## config.mk

```make
export PLATFORM = sky130hd
export DESIGN_NAME = rf_writeback
export DESIGN_NICKNAME = d
export VERILOG_FILES = /design/src/rtl/rf_writeback.sv
export SDC_FILE = /design/constraint.sdc
export NUM_CORES = 1
export LEC_CHECK = 0
export CAP_MARGIN = 10
export CORE_UTILIZATION = 55
export CTS_BUF_LIST = sky130_fd_sc_hd__clkbuf_8
export DETAILED_ROUTE_END_ITERATION = 8
export HOLD_SLACK_MARGIN = 0.12
export MAX_ROUTING_LAYER = met4
export PLACE_DENSITY = 0.92
export RECOVER_POWER = 25
export SYNTH_ARGS = -nofsm -noshare
export SYNTH_HDL_FRONTEND = slang
export SYNTH_SLANG_ARGS = --single-unit
export TNS_END_PERCENT = 50
```

## constraint.sdc

```tcl
create_clock -name clk -period 7.9 [get_ports clk]
set_input_delay 1.58 -clock clk [delete_from_list [all_inputs] [get_ports clk]]
set_output_delay 1.58 -clock clk [all_outputs]
set_load 0.02 [all_outputs]
```

## src/rtl/rf_writeback.sv

```systemverilog
// rf_writeback: register file write-port controller.
// Merges single-cycle ALU results with variable-latency slow-path results
// into one registered write per cycle. ALU results win; slow results wait in
// a small FIFO. A busy scoreboard tracks registers awaiting a slow result.
// Optional feature macro: RF_WB_FWD_EN (adds look_rd/look_hit/look_data bypass).
`ifndef REG_SIZE
`define REG_SIZE 5
`endif

module rf_writeback #(
   parameter int XLEN       = 32,
   parameter int FIFO_DEPTH = 2
) (
   input  logic                  clk,
   input  logic                  rst,
   input  logic                  alu_valid,
   input  logic [`REG_SIZE-1:0]  alu_rd,
   input  logic [XLEN-1:0]       alu_data,
   input  logic                  mem_valid,
   output logic                  mem_ready,
   input  logic [`REG_SIZE-1:0]  mem_rd,
   input  logic [XLEN-1:0]       mem_data,
   input  logic                  issue_valid,
   input  logic [`REG_SIZE-1:0]  issue_rd,
   output logic [31:0]           busy_vec,
`ifdef RF_WB_FWD_EN
   input  logic [`REG_SIZE-1:0]  look_rd,
   output logic                  look_hit,
   output logic [XLEN-1:0]       look_data,
`endif
   output logic                  wen_a,
   output logic [`REG_SIZE-1:0]  addr_a,
   output logic [XLEN-1:0]       in_a
);

   localparam int RW    = `REG_SIZE;
   localparam int PTR_W = $clog2(FIFO_DEPTH);

   // Slow-path FIFO storage; pointers carry one extra wrap bit for full/empty.
   logic [RW-1:0]   fifo_rd   [FIFO_DEPTH];
   logic [XLEN-1:0] fifo_data [FIFO_DEPTH];
   logic [PTR_W:0]  wr_ptr, rd_ptr;
   logic            fifo_full, fifo_empty;
   logic            push, pop;
   logic [RW-1:0]   head_rd;
   logic [XLEN-1:0] head_data;

   // Write selection for the current cycle, registered onto the write port.
   logic            alu_sel_p0;
   logic            wr_vld_p0;
   logic [RW-1:0]   wr_rd_p0;
   logic [XLEN-1:0] wr_data_p0;
   logic [31:0]     busy_nxt;

   assign fifo_empty = (wr_ptr == rd_ptr);
   assign fifo_full  = (wr_ptr[PTR_W] != rd_ptr[PTR_W]) &&
                       (wr_ptr[PTR_W-1:0] == rd_ptr[PTR_W-1:0]);
   assign mem_ready  = !rst && !fifo_full;
   assign push       = mem_valid && mem_ready;
   assign head_rd    = fifo_rd[rd_ptr[PTR_W-1:0]];
   assign head_data  = fifo_data[rd_ptr[PTR_W-1:0]];

   // Choose between ALU result and FIFO head; rd 0 never produces a write.
   always_comb begin
      alu_sel_p0 = alu_valid && (alu_rd != '0);
      pop        = !alu_sel_p0 && !fifo_empty && !rst;
      wr_vld_p0  = 1'b0;
      wr_rd_p0   = addr_a;
      wr_data_p0 = in_a;
      if (alu_sel_p0) begin
         wr_vld_p0  = 1'b1;
         wr_rd_p0   = alu_rd;
         wr_data_p0 = alu_data;
      end else if (pop && (head_rd != '0)) begin
         wr_vld_p0  = 1'b1;
         wr_rd_p0   = head_rd;
         wr_data_p0 = head_data;
      end
   end

   // Scoreboard update: completion clears, issue sets, set wins on collision.
   always_comb begin
      busy_nxt = busy_vec;
      if (pop)
         busy_nxt[head_rd] = 1'b0;
      if (issue_valid && (issue_rd != '0))
         busy_nxt[issue_rd] = 1'b1;
      busy_nxt[0] = 1'b0;
   end

   // FIFO payload storage; contents are meaningless until pointed at.
   always_ff @(posedge clk) begin
      if (push) begin
         fifo_rd[wr_ptr[PTR_W-1:0]]   <= mem_rd;
         fifo_data[wr_ptr[PTR_W-1:0]] <= mem_data;
      end
   end

   // FIFO pointers and scoreboard state.
   always_ff @(posedge clk) begin
      if (rst) begin
         wr_ptr   <= '0;
         rd_ptr   <= '0;
         busy_vec <= '0;
      end else begin
         if (push) wr_ptr <= wr_ptr + (PTR_W+1)'(1);
         if (pop)  rd_ptr <= rd_ptr + (PTR_W+1)'(1);
         busy_vec <= busy_nxt;
      end
   end

   // Registered register-file write port; address/data hold when idle.
   always_ff @(posedge clk) begin
      if (rst) begin
         wen_a  <= 1'b0;
         addr_a <= '0;
         in_a   <= '0;
      end else begin
         wen_a  <= wr_vld_p0;
         addr_a <= wr_rd_p0;
         in_a   <= wr_data_p0;
      end
   end

`ifdef RF_WB_FWD_EN
   // Bypass of the write currently on the port, for decode-stage reads.
   always_comb begin
      look_hit  = wen_a && (addr_a == look_rd) && (look_rd != '0);
      look_data = in_a;
   end
`endif

endmodule
```

==> reports/qor.yml <==
outcome: "complete, no violations"
crit_type: "in -> out"
tightest_slew_ns: 1.18
grt_pass1_wl_um: 25000
worstReg2RegEnd: "busy_vec[22]$_SDFF_PP0_"
final.min_clock_period_ns: 4.73
syn-num-nets: 647
ff2ff_setup_slack_ns: 5.48
grt_max_degree: 73
wl_per_cell_um: 19.1
drv_cap: 0
synthFlopType: "edfxtp_1"
cp_max_fo: 45
gp_congestion: 0.854
route.detailed.drc: 0
grt_overflow: 0
ctsResizeCount: 0
clock.fmax_ghz: 0.211
fin_crit_sh_pct: 59.9
ir_drop_mv: 0.149
drt_iter0_markers: 523
synth_edf_count: 74
htree_levels: 4
syn_area_per_cell_um2: 11.5
nNetsFinal: 781
core_area_um2: 11400
slew_headroom_pct: 21.1
cts_tree: "built"
first_pass_iters: 5
hold_violations: 0
mostFrequentLayoutCells: "116 x clkdlybuf4s50_1, 74 x edfxtp_1, 73 x dfxtp_1"
placementRows: 39
arrival_ns: 3.15
cts_root_buf: "clkbuf_8"
antenna_found_initial: 2
wl_um: 16300
hold_path.class: "reg -> reg"
power_leakage_nw: 2.78
hold_path_depth: 2
cp-end-kind: "primary output"
cts_buffer_depth: 2
antenna_left: 0
syn_to_final_growth_pct: 30.1
syn-cell-area_um2: 6450
yosys_warnings: 0
io_buffers: 153
ioPinCount: 155
synth_seq_cells: 148
cts_num_sinks: 148
die_area_um2: 12200
slew_violations: 0
fin_skew_ns: 0.0128
die_w_um: 110
ys_types: 57
cts_inserted_buffers: 17
worstHoldEndpoint: "in_a[3]$_SDFFE_PP0P_"
critPathLaunch: "rst"
synth-async-reset-ratio_pct: 0
grt_pass1_vias: 5158
cts_hold_buf: 0
power.density_nw_per_um2: 200
mostFrequentLayoutCell: "clkdlybuf4s50_1"
power.total_w: 0.00168
syn_inst: 563
viasPerCell: 6.03
rsz0062_at_grt: "no"
setup_viol: 0
cp_data_required_time_ns: 6.32
vias: 5165
clkTransAtPathRegs_ns: 0.08
dpl.hpwl_um: 10800
drive_above_1_share_pct: 7.75
track_usage_pct: 28.3
crit_path_start_kind: "primary input"
start_util_pct: 56.5
die_height_um: 110
clk_latency_ns: 0.44
fillCellCount: 756
yosysSeqAreaShare_pct: 57.4
r2r_cells: 4
setup_tns_ns: 0
min_from: "in_a[3]$_SDFFE_PP0P_"
post_cts_buffers: 0
-- cell type report --
type	count	area [um2]	area share, %
clock buffer	18	248	2.95
sequential	148	3700	44.2
tap	143	179	2.13
timing repair buffer	160	1580	18.9
multi-input combinational	364	2530	30.1
clock inverter	14	114	1.36
antenna	3	7.51	0.0895
inverter	6	22.5	0.269
-- synthesized netlist by cell type, drive strengths merged, types with 2 or more instances --
library cell | n | area share (%)
nand2 | 59 | 3.4
a311oi | 18 | 2.4
nor2b | 5 | 0.49
o211ai | 35 | 4.1
nor4bb | 2 | 0.31
edfxtp | 74 | 34
mux2 | 4 | 0.70
o21ai | 5 | 0.56
inv | 6 | 0.35
mux2i | 69 | 11
a21oi | 32 | 2.7
a211oi | 20 | 2.3
buf | 19 | 2.2
nand3 | 35 | 2.7
nor4b | 2 | 0.27
nor3 | 10 | 0.95
clkbuf | 26 | 1.5
o41ai | 2 | 0.27
dfxtp | 74 | 23
nor2 | 24 | 1.4
o21a | 4 | 0.58
and4b | 3 | 0.47
or3 | 2 | 0.27
xnor2 | 3 | 0.41
nand2b | 2 | 0.19
xor2 | 2 | 0.27
and2 | 7 | 0.68
o22a | 2 | 0.27
-- metal layers --
layer	vias to the layer above	part of all wire (%)	track usage (%)
li1	2404	-	-
met1	2460	40	33.4
met2	269	50	44.7
met3	32	8.2	7.88
met4	0	2.4	13.5
met5	-	0	-
-- flip-flops by register name, summed over array words and instances (netlist names), named ones only --
register and flops:
wen_a 1, in_a 32, fifo_data 64, rd_ptr 2, wr_ptr 2, fifo_rd 10
busy_vec 31, addr_a 5
-- worst max path at each step --
stage	to	cells after the start
2_1_floorplan	fifo_data[1][0]$_DFFE_PP_	2
3_3_place_gp	mem_ready	4
3_5_place_dp	mem_ready	4
4_1_cts	mem_ready	4
5_1_grt	mem_ready	4
6_report	mem_ready	4
-- logic make-up (layout without fill, tap and decap cells) --
family,count (synthesis),after routing,synth area share [%]
XOR/XNOR,5,5,0.679
AND/OR/NAND/NOR,158,158,12.0
multiplexers,73,73,11.4
buffers and inverters,51,198,4.04
other,1,4,0.0582
flip-flops,148,148,57.4
AO/OA/AOI/OAI,127,127,14.4
-- metrics by stage --
step | instances | instance area (um2) | utilization [%] | hold slack (ns) | setup slack (ns)
after global routing | 855 | 8380 | 73.4 | 0.485 | 3.11
final | 856 | 8390 | 73.4 | 0.465 | 3.17
after detailed placement | 821 | 8010 | 70.1 | 0.457 | 3.19
after CTS | 853 | 8370 | 73.3 | 0.468 | 3.17
after floorplan | 563 | 6450 | - | 0.448 | 3.26
after global placement | 821 | 8010 | 70.1 | 0.448 | 3.21
-- power by group --
group	switching [W]	leakage (nW)	internal, W
clock network	0.000281	0.179	0.000254
logic	0.000147	1.32	0.000124
registers	0.0000216	1.29	0.000847
-- critical path: stages --
cell,delay [ns]
clkdlybuf4s50_1,0.46
buf_4,0.41
a21oi_1,0.10
clkdlybuf4s50_1,0.60
Power figures use the tool's default switching activity.
